==> src/rtl/perceptron_pkg.sv <==
// perceptron_pkg: constants and types shared by the perceptron datapath
// (mac_sequencer, mac, downstream activation logic).
//   DATA_W  : width of the x and w operands
//   ACC_W   : accumulator width (MAC out / previous_out)
//   MAC_LAT : MAC register depth (multiply, accumulate, output)
//   seq_state_t : sequencer state, exported for observation
package perceptron_pkg;

   localparam int DATA_W  = 4;
   localparam int ACC_W   = 8;
   localparam int MAC_LAT = 3;

   typedef enum logic [0:0] {
      IDLE = 1'b0,
      RUN  = 1'b1
   } seq_state_t;

endpackage

==> src/rtl/mac_sequencer_if.sv <==
// mac_sequencer_if: groups the operand-load port, the run control/status
// signals and the MAC-facing operand/feedback bus of mac_sequencer.
//   slave  : the sequencer side (mac_sequencer itself)
//   master : the side that loads operands, starts runs and models the MAC
// Load handshake: a pair (load_x, load_w) transfers on a rising edge where
// load_valid and load_ready are both 1. load_ready never depends on
// load_valid; load_valid while load_ready is 0 is simply dropped.
// state_dbg mirrors the sequencer FSM state for observation.
interface mac_sequencer_if #(
   parameter int DATA_W = perceptron_pkg::DATA_W,
   parameter int ACC_W  = perceptron_pkg::ACC_W
);
   import perceptron_pkg::*;

   logic              clear;
   logic              load_valid;
   logic [DATA_W-1:0] load_x;
   logic [DATA_W-1:0] load_w;
   logic              load_ready;
   logic              start;
   logic              busy;
   logic [DATA_W-1:0] mac_x;
   logic [DATA_W-1:0] mac_w;
   logic [ACC_W-1:0]  mac_prev;
   logic [ACC_W-1:0]  mac_out;
   logic [ACC_W-1:0]  result;
   logic              result_valid;
   logic              overflow;
   seq_state_t        state_dbg;

   modport slave (
      input  clear, load_valid, load_x, load_w, start, mac_out,
      output load_ready, busy, mac_x, mac_w, mac_prev, result,
             result_valid, overflow, state_dbg
   );

   modport master (
      output clear, load_valid, load_x, load_w, start, mac_out,
      input  load_ready, busy, mac_x, mac_w, mac_prev, result,
             result_valid, overflow, state_dbg
   );

endinterface

==> src/rtl/operand_regfile.sv <==
// operand_regfile: N_INPUTS-entry store of (x, w) operand pairs.
//   clk    : clock
//   wr_en  : write the pair at wr_idx on the rising edge
//   wr_idx : write slot
//   wr_x/wr_w : pair to write
//   rd_idx : combinational read slot
//   rd_x/rd_w : pair at rd_idx
// Contents are deliberately not reset; the sequencer's fill count decides
// which slots hold valid data.
module operand_regfile #(
   parameter int N_INPUTS = 4,
   parameter int DATA_W   = 4,
   parameter int IDX_W    = 2
) (
   input  logic              clk,
   input  logic              wr_en,
   input  logic [IDX_W-1:0]  wr_idx,
   input  logic [DATA_W-1:0] wr_x,
   input  logic [DATA_W-1:0] wr_w,
   input  logic [IDX_W-1:0]  rd_idx,
   output logic [DATA_W-1:0] rd_x,
   output logic [DATA_W-1:0] rd_w
);
   import perceptron_pkg::*;

   logic [DATA_W-1:0] x_mem [N_INPUTS];
   logic [DATA_W-1:0] w_mem [N_INPUTS];

   always_ff @(posedge clk) begin
      if (wr_en) begin
         x_mem[wr_idx] <= wr_x;
         w_mem[wr_idx] <= wr_w;
      end
   end

   assign rd_x = x_mem[rd_idx];
   assign rd_w = w_mem[rd_idx];

endmodule

==> src/rtl/mac_sequencer.sv <==
// mac_sequencer: buffers N_INPUTS (x, w) pairs, then on start feeds them one
// term at a time to the pipelined MAC, holding each operand set for MAC_LAT+1
// cycles and feeding each MAC result back as previous_out. Presents the final
// ACC_W-bit dot product with a one-cycle result_valid pulse and a sticky
// overflow (unsigned wrap) flag.
//   clk   : clock
//   rst_n : synchronous active-low reset (shared with the MAC)
//   bus   : mac_sequencer_if.slave (load port, start/clear, status, MAC bus)
module mac_sequencer #(
   parameter int N_INPUTS = 4,
   parameter int DATA_W   = perceptron_pkg::DATA_W,
   parameter int ACC_W    = perceptron_pkg::ACC_W,
   parameter int MAC_LAT  = perceptron_pkg::MAC_LAT
) (
   input logic            clk,
   input logic            rst_n,
   mac_sequencer_if.slave bus
);
   import perceptron_pkg::*;

   localparam int CNT_W  = $clog2(N_INPUTS + 1);
   localparam int IDX_W  = (N_INPUTS > 1) ? $clog2(N_INPUTS) : 1;
   localparam int WCNT_W = $clog2(MAC_LAT + 1);

   localparam logic [0:0] ST_IDLE = 1'b0;
   localparam logic [0:0] ST_RUN  = 1'b1;

   localparam logic [CNT_W-1:0]  CNT_FULL = CNT_W'(N_INPUTS);
   localparam logic [IDX_W-1:0]  IDX_LAST = IDX_W'(N_INPUTS - 1);
   localparam logic [WCNT_W-1:0] WCNT_CAP = WCNT_W'(MAC_LAT);

   logic [0:0]        state;
   logic [CNT_W-1:0]  count;
   logic [IDX_W-1:0]  idx;
   logic [WCNT_W-1:0] wcnt;
   logic [DATA_W-1:0] mac_x_q, mac_w_q;
   logic [ACC_W-1:0]  mac_prev_q, result_q;
   logic              result_valid_q, overflow_q;

   logic              load_ready, load_fire, start_ok, capture;
   logic [IDX_W-1:0]  rd_idx;
   logic [DATA_W-1:0] rd_x, rd_w;

   assign load_ready = (state == ST_IDLE) && (count < CNT_FULL);
   assign load_fire  = bus.load_valid && load_ready && !bus.clear;
   assign start_ok   = (state == ST_IDLE) && (count == CNT_FULL) && bus.start;
   assign capture    = (state == ST_RUN) && (wcnt == WCNT_CAP);

   // In IDLE the read port looks at slot 0 (first term of the next run);
   // in RUN it looks one slot ahead so the next term is ready at capture.
   assign rd_idx = (state == ST_RUN) ? idx + IDX_W'(1) : '0;

   operand_regfile #(
      .N_INPUTS (N_INPUTS),
      .DATA_W   (DATA_W),
      .IDX_W    (IDX_W)
   ) u_regfile (
      .clk    (clk),
      .wr_en  (rst_n && load_fire),
      .wr_idx (count[IDX_W-1:0]),
      .wr_x   (bus.load_x),
      .wr_w   (bus.load_w),
      .rd_idx (rd_idx),
      .rd_x   (rd_x),
      .rd_w   (rd_w)
   );

   always_ff @(posedge clk) begin
      if (!rst_n) begin
         state          <= ST_IDLE;
         count          <= '0;
         idx            <= '0;
         wcnt           <= '0;
         mac_x_q        <= '0;
         mac_w_q        <= '0;
         mac_prev_q     <= '0;
         result_q       <= '0;
         result_valid_q <= 1'b0;
         overflow_q     <= 1'b0;
      end else if (bus.clear) begin
         // Abort: result and overflow keep the last completed run's values.
         state          <= ST_IDLE;
         count          <= '0;
         idx            <= '0;
         wcnt           <= '0;
         result_valid_q <= 1'b0;
      end else begin
         result_valid_q <= 1'b0;
         if (capture) begin
            // Unsigned products: a running sum that shrinks has wrapped.
            if (bus.mac_out < mac_prev_q) overflow_q <= 1'b1;
            wcnt <= '0;
            if (idx < IDX_LAST) begin
               idx        <= idx + IDX_W'(1);
               mac_x_q    <= rd_x;
               mac_w_q    <= rd_w;
               mac_prev_q <= bus.mac_out;
            end else begin
               result_q       <= bus.mac_out;
               result_valid_q <= 1'b1;
               count          <= '0;
               state          <= ST_IDLE;
            end
         end else if (state == ST_RUN) begin
            wcnt <= wcnt + WCNT_W'(1);
         end else if (start_ok) begin
            state      <= ST_RUN;
            idx        <= '0;
            wcnt       <= '0;
            mac_x_q    <= rd_x;
            mac_w_q    <= rd_w;
            mac_prev_q <= '0;
            overflow_q <= 1'b0;
         end else if (load_fire) begin
            count <= count + CNT_W'(1);
         end
      end
   end

   assign bus.load_ready   = load_ready;
   assign bus.busy         = (state == ST_RUN);
   assign bus.mac_x        = mac_x_q;
   assign bus.mac_w        = mac_w_q;
   assign bus.mac_prev     = mac_prev_q;
   assign bus.result       = result_q;
   assign bus.result_valid = result_valid_q;
   assign bus.overflow     = overflow_q;
   assign bus.state_dbg    = seq_state_t'(state);

endmodule

==> src/flat_wrapper.sv <==
// flat-port wrapper written by rule: the top's interface ports become plain ports
module mac_sequencer_flat import perceptron_pkg::*;
#(
   parameter int N_INPUTS = 4,
   parameter int DATA_W   = perceptron_pkg::DATA_W,
   parameter int ACC_W    = perceptron_pkg::ACC_W,
   parameter int MAC_LAT  = perceptron_pkg::MAC_LAT
)
  (clk, rst_n, bus_clear, bus_load_valid, bus_load_x, bus_load_w, bus_start, bus_mac_out, bus_load_ready, bus_busy, bus_mac_x, bus_mac_w, bus_mac_prev, bus_result, bus_result_valid, bus_overflow, bus_state_dbg);
  mac_sequencer_if #(.DATA_W(DATA_W), .ACC_W(ACC_W)) bus_i ();
  input logic clk;
  input logic rst_n;
  input wire logic [$bits(bus_i.clear)-1:0] bus_clear;
  input wire logic [$bits(bus_i.load_valid)-1:0] bus_load_valid;
  input wire logic [$bits(bus_i.load_x)-1:0] bus_load_x;
  input wire logic [$bits(bus_i.load_w)-1:0] bus_load_w;
  input wire logic [$bits(bus_i.start)-1:0] bus_start;
  input wire logic [$bits(bus_i.mac_out)-1:0] bus_mac_out;
  output wire logic [$bits(bus_i.load_ready)-1:0] bus_load_ready;
  output wire logic [$bits(bus_i.busy)-1:0] bus_busy;
  output wire logic [$bits(bus_i.mac_x)-1:0] bus_mac_x;
  output wire logic [$bits(bus_i.mac_w)-1:0] bus_mac_w;
  output wire logic [$bits(bus_i.mac_prev)-1:0] bus_mac_prev;
  output wire logic [$bits(bus_i.result)-1:0] bus_result;
  output wire logic [$bits(bus_i.result_valid)-1:0] bus_result_valid;
  output wire logic [$bits(bus_i.overflow)-1:0] bus_overflow;
  output wire logic [$bits(bus_i.state_dbg)-1:0] bus_state_dbg;
  assign bus_i.clear = bus_clear;
  assign bus_i.load_valid = bus_load_valid;
  assign bus_i.load_x = bus_load_x;
  assign bus_i.load_w = bus_load_w;
  assign bus_i.start = bus_start;
  assign bus_i.mac_out = bus_mac_out;
  assign bus_load_ready = bus_i.load_ready;
  assign bus_busy = bus_i.busy;
  assign bus_mac_x = bus_i.mac_x;
  assign bus_mac_w = bus_i.mac_w;
  assign bus_mac_prev = bus_i.mac_prev;
  assign bus_result = bus_i.result;
  assign bus_result_valid = bus_i.result_valid;
  assign bus_overflow = bus_i.overflow;
  assign bus_state_dbg = bus_i.state_dbg;
  mac_sequencer #(.N_INPUTS(N_INPUTS), .DATA_W(DATA_W), .ACC_W(ACC_W), .MAC_LAT(MAC_LAT)) u_core (.clk(clk), .rst_n(rst_n), .bus(bus_i));
endmodule
==> config.mk <==
export PLATFORM = sky130hd
export DESIGN_NAME = mac_sequencer_flat
export DESIGN_NICKNAME = d
export VERILOG_FILES = /design/src/rtl/perceptron_pkg.sv /design/src/rtl/mac_sequencer_if.sv /design/src/rtl/operand_regfile.sv /design/src/rtl/mac_sequencer.sv /design/src/flat_wrapper.sv
export SDC_FILE = /design/constraint.sdc
export NUM_CORES = 1
export LEC_CHECK = 0
export ABC_AREA = 1
export CORE_MARGIN = 1.5
export CORE_UTILIZATION = 30
export DETAILED_ROUTE_END_ITERATION = 10
export GPL_TIMING_DRIVEN = 0
export PLACE_DENSITY = 0.62
export SYNTH_ARGS = -nofsm -noshare
export SYNTH_HDL_FRONTEND = slang
export SYNTH_SLANG_ARGS = --single-unit
==> constraint.sdc <==
create_clock -name clk -period 2 [get_ports clk]
set_clock_uncertainty 0.1 [all_clocks]
set_input_delay 0.5 -clock clk [delete_from_list [all_inputs] [get_ports clk]]
set_output_delay 0.5 -clock clk [all_outputs]
set_load 0.01 [all_outputs]
* Yosys cells after proc, flatten, opt, wreduce, memory -nomap -nowiden
Memories as Yosys holds them, arrays and structs flattened.
Index checks and enable logic that the tools add are counted.
** Cells by class
- Add/subtract/negate cells :: 3
- $lt $le $gt $ge :: 3
- Equal/unequal tests :: 7
- Mux-type cells :: 34
- Bitwise operators :: 5
- Reductions and logical operators :: 19
** Operator list (count)
- $mux 4 :: 8
- $mux 8 :: 4
- $mux 3 :: 5
- $mux 2 :: 6
- $reduce_and 4->1 :: 3
- $mux 1 :: 11
- $ne 2x2->1 const B :: 5
- $lt 8x8->1 :: 1
- $logic_and 1x1->1 :: 7
- $reduce_and 3->1 :: 2
- $reduce_bool 2->1 :: 3
- $reduce_or 3->1 :: 2
- $not 1->1 :: 5
- $add 2x1->2 const B :: 2
- $add 3x1->3 const B :: 1
- $eq 3x3->1 const B :: 1
- $lt 3x3->1 const B :: 1
- $eq 2x2->1 const B :: 1
- $lt 2x2->1 const B :: 1
- $reduce_or 2->1 :: 1
- $logic_not 1->1 :: 1
** Storage, ports and cells
- Flip-flop bits (word level) :: 34
- RAM bits :: 32
- Input bits :: 21
- Output and inout port bits :: 29
- Logic and storage cells :: 83
- Memories kept :: 2
** Memories
- u_core.u_regfile.w_mem :: depth 4, width 4, rd ports 1, clocked after memory_dff 0, write ports 1, RTL line operand_regfile.sv:27 : logic [DATA_W-1:0] w_mem [N_INPUTS];
- u_core.u_regfile.x_mem :: depth 4, width 4, rd ports 1, clocked after memory_dff 0, write ports 1, RTL line operand_regfile.sv:26 : logic [DATA_W-1:0] x_mem [N_INPUTS];

* Depth between registers and ports, before layout
- Depth in word-level cells :: 8
- Depth in mapped cells :: 11
- Mapped depth without buffers :: 11

* Hierarchy
A second synthesis with hierarchy kept.
** Second synthesis, totals
- Cells, all modules :: 345
- Area, all modules :: 2960.3 µm²
** Modules (own cells, without submodules)
- mac_sequencer :: instances 1, cells each 212, area each 1572.8 µm², seq. area each 680.7 µm²
- operand_regfile :: instances 1, cells each 133, area each 1387.6 µm², seq. area each 960.9 µm²

* Least setup slack after synthesis
OpenSTA, ideal clock, no wires.
- Kind :: register to register
- Start :: reg u_core.state (netlist: u_core.bus.busy)
- End :: mem u_core.u_regfile.w_mem[2][0], enable pin
- Setup time :: 0.371 ns
- Arrival :: 1.350 ns
- Required time :: 1.529 ns
- Setup slack :: 0.179 ns
- Cell stages (with the launch flop) :: 6
- Buffers on the path :: 0
- Clock period less this slack :: 1.821 ns
- Cells stage by stage :: dfxtp_1 > nor2_1 > nand3_1 > inv_1 > nand2_1 > nor2_1
** On the way
- Longest elaborated chain between the ends :: 7
** Ends and longest elaborated chain
- from (decl) :: RTL line mac_sequencer.sv:32 : logic [0:0] state;
- from (signal assigned) :: RTL line mac_sequencer.sv:70 : state <= ST_IDLE;
- from (signal assigned) :: RTL line mac_sequencer.sv:82 : state <= ST_IDLE;
- from (signal assigned) :: RTL line mac_sequencer.sv:102 : state <= ST_IDLE;
- $not 1->1 :: RTL line mac_sequencer.sv:44 : assign load_ready = (state == ST_IDLE) && (count < CNT_FULL);
- $logic_and 1x1->1 :: RTL line mac_sequencer.sv:44
- via bus_load_ready :: RTL line flat_wrapper.sv:19 : output wire logic [$bits(bus_i.load_ready)-1:0] bus_load_ready;
- $logic_and 1x1->1 (2 in a row) :: RTL line mac_sequencer.sv:45 : assign load_fire = bus.load_valid && load_ready && !bus.clear;
- $logic_and 1x1->1 :: RTL line mac_sequencer.sv:59 : .wr_en (rst_n && load_fire),
- $mux 1 :: RTL line operand_regfile.sv:30 : if (wr_en) begin
- $mux 1 (implied by the code) :: RTL line operand_regfile.sv:32 : w_mem[wr_idx] <= wr_w;
- to (decl) :: RTL line operand_regfile.sv:27
The timed path passes the listed nets, and every way through them passes these cells.

* Worst setup path after layout
- Start :: reg u_core.state (netlist: u_core.bus.busy)
- End :: out bus_state_dbg
** RTL lines
- to (decl) :: RTL line flat_wrapper.sv:27 : output wire logic [$bits(bus_i.state_dbg)-1:0] bus_state_dbg;
No word-level cell between the ends.

==> metrics.md <==
| Metric | Value |
|---|---|
| Max_slew headroom | between 60% and 70% |
| Core area | between 0.008 and 0.009 sq mm |
| GP Congestion | 0.7993 |
| Fillers | roughly 900 |
| Worst-path clk slew | around 0.070 ns |
| Total wire length | ~6400 um |
| Final setup TNS | 0 ns |
| Crit-path max FO | 6 |
| Final Hold Fails | 0 |
| Met3 WL post-DR | between 300 and 400 um |
| Critical Path RT | between 1 and 1.5 ns |
| Final setup vio count | 0 |
| Hold crit path type | register to register |
| Initial Util | roughly 31% |
| Clk buf depth | 2 |
| Routed len/inst | 13.90 um |
| Distinct cells, synth | 26 |
| Met2 Wirelength | between 3000 and 4000 um |
| Vias in the first global route | around 2100 |
| H-tree levels | 3 |
| Total gr overflow | 0 |
| TritonRoute pass-1 iters | 4 |
| Fmax | 0.5157 GHz |
| Most common cell after layout, fill and taps aside | nor2_1 |
| Cell count of the worst reg-to-reg path | 8 |
| Crit path DAT | approximately 1.3 ns |
| Crit path launch type | register |
| Worst setup EP type | output pin |
| CTS sink count | 66 |
| First-pass GRT wire length | about 10000 um |
| Die height | a little under 100 um |
| Fin crit period | between 1.5 and 2 ns |
| Layout cells sized above 1 | about an eighth |
| Wl on met1 | roughly 2800 um |
| Seq cells post-synth | 66 |
| # IOs | 50 |
| Power consumption | roughly 2.6 mW |
| All-layer global routing usage | between 10% and 20% |
| Synthesis Warnings | 0 |
| Post-Synthesis Cells | 283 |
| DR vias/cell | around 4.7 |
| Highest metal used | met4 |
| Dpl hpwl | roughly 4300 um |
| Post-synthesis net count | ~320 |
| Pwr Density | just over 700 mW/mm^2 |
| Die Area | 0.009811 sq mm |
| Vias | between 2000 and 2500 |
| Sequential area share after synthesis | approximately 59% |
| Worst R2R Start | u_core.idx[0]$_SDFFE_PP0P_ |
| Mapped Area | 0.002768 sq mm |
| RSZ-0062 raised after global routing | no |
| Reg2reg setup slack | 0.18 ns |
| Area taken by flip-flops and latches | approximately 0.0016 sq mm |
| Pleak | approximately 1.4 nW |
| Most frequent cells in the layout | 55 x nor2_1, 46 x clkdlybuf4s50_1, 33 x dfxtp_1 |
| FF-to-FF End | u_core.bus.result[7]$_SDFFE_PN0P_ |
| Synth area leader | edfxtp_1 |
| Antenna diode count | 0 |
| Number of max-cap violations | 0 |
| Pre-CTS setup slack | -0.8669 ns |
| Largest net degree at the start of global routing | 12 |
| Syn_area_per_cell | a little under 10 sq um |
| Actual slew at the worst max-slew pin | ~0.58 ns |
| Area Growth Syn to Fin | 34.58% |
| Crit path kind | register to output pin |
| Nets | about 380 |
| CTS tree | yes |
| Row cnt | 34 |
| Synth top area share | a little over a third |
| Hold Crit Start | u_core.bus.overflow$_SDFFE_PN0P_ |
| DR DRC count | 0 |
| Clk root buf | clkbuf_8 |
| Crit share post-route | between 90% and 100% |
| Skew-Pair Late Insertion Delay | 0.34 ns |
| Hold path cells | 2 |
| Area occupied by multi-input gates | slightly above 0.001 sq mm |
| Fin worst setup slack | between 0.06 and 0.07 ns |
| CTS Buf Count | 9 |
| Final instance area | around 0.0037 sq mm |
| Chip width | ~100 um |
| Status | finished, final reports clean |
| Worst Hold End | u_core.bus.overflow$_SDFFE_PN0P_ |
| Antenna violations before repair | 0 |
| Worst vdd rail ir drop | 0.3794 mV |
| Final Max Slew Viols | 0 |
| I/O Buffers | between 40 and 50 |
| Post-route ant nets | 0 |
| Post-DP Area | approximately 0.0034 sq mm |
| Iter 0 DRT Violations | 93 |
| Synth area leaders | edfxtp_1 35%, dfxtp_1 25%, nor2_1 8.0%, ha_1 5.9%, o21ai_0 5.1% |
## cells in the mapped netlist, drive strengths merged
| cell type | n |
|---|---|
| nor2 | 62 |
| dfxtp | 34 |
| o21ai | 34 |
| edfxtp | 32 |
| inv | 30 |
| nand2 | 25 |
| a21oi | 19 |
| ha | 13 |
| a22oi | 8 |
| o22ai | 8 |
| nand3 | 5 |
| buf | 4 |
| clkinv | 2 |
| nand4 | 2 |
| nor3 | 2 |
| a311oi | 1 |
| clkbuf | 1 |
| nor3b | 1 |
## state kept, by name, indices dropped and copies added, names as in the netlist
register and flops:
u_core.u_regfile.w_mem 16, u_core.count 3, u_core.bus.busy 1, u_core.bus.result 8
u_core.bus.mac_w 4, u_core.bus.mac_x 4, u_core.bus.mac_prev 8, u_core.u_regfile.x_mem 16
u_core.bus.overflow 1, u_core.bus.result_valid 1, u_core.idx 2, u_core.wcnt 2
## metal layers
metal | vias up | global-route usage, %
li1 | 1099 | -
met1 | 1018 | 16.22
met2 | 55 | 23.34
met3 | 9 | 5.106
met4 | 0 | 4.984
met5 | - | 0
## cells by family after synthesis
kind of cell / share of synthesized area [%]
DFF: 59.31
and+or+nand+nor: 15.42
buffers and inverters: 5.516
adders and majority gates: 5.877
AOI/OAI and AO/OA: 13.88
## worst max-delay path, stage by stage (launching register included)
cell	delay (ns)
dfxtp_4	0.37
buf_4	0.10
clkdlybuf4s50_1	0.52
## cell type report
type	count	area share, %
Multi-Input combinational cell	180	27.07
Tap cell	108	3.628
Clock buffer	11	3.527
Buffer	5	0.8734
Clock inverter	5	1.478
Sequential cell	66	44.17
Timing Repair Buffer	56	15.89
Inverter	32	3.359
## power breakdown
group	switching (mW)	total, mW	internal (mW)
Clock	0.510	1.08	0.572
Combinational	0.0633	0.119	0.0556
Sequential	0.00232	1.42	1.42
## worst max-delay path by stage
| stage | startpoint | to | slack (ns) | depth (start not counted) |
|---|---|---|---|---|
| 6_report | u_core.bus.busy$_SDFFE_PP0P_ | bus_state_dbg | 0.06 | 2 |
| 3_5_place_dp | bus_clear | u_core.u_regfile.x_mem[1][3]$_DFFE_PP_ | -0.87 | 6 |
| 3_3_place_gp | bus_clear | u_core.u_regfile.x_mem[1][3]$_DFFE_PP_ | -0.83 | 6 |
| 2_1_floorplan | u_core.bus.busy$_SDFFE_PP0P_ | u_core.u_regfile.w_mem[2][0]$_DFFE_PP_ | 0.18 | 5 |
| 5_1_grt | u_core.idx[0]$_SDFFE_PP0P_ | u_core.bus.mac_w[0]$_SDFFE_PN0P_ | 0.005 | 7 |
| 4_1_cts | bus_clear | u_core.u_regfile.x_mem[3][1]$_DFFE_PP_ | 0.01 | 7 |
## per-stage QoR
stage | std cells | util [%] | hold WS [ns]
3_3_place_gp | 439 | 38.24 | 0.3510
5_1_grt | 463 | 42.10 | 0.3887
3_5_place_dp | 439 | 38.24 | 0.3557
6_report | 463 | 42.10 | 0.3628
2_1_floorplan | 283 | - | 0.3397
4_1_cts | 461 | 41.87 | 0.3654
## what timing repair did
item	CTS	global route
buffers inserted	6	2
cloned	0	0
hold buffers	0	0
gates resized for setup	14	3
pin swaps	4	1
setup endpoints to repair	35	42
Power figures use the tool's default switching activity.
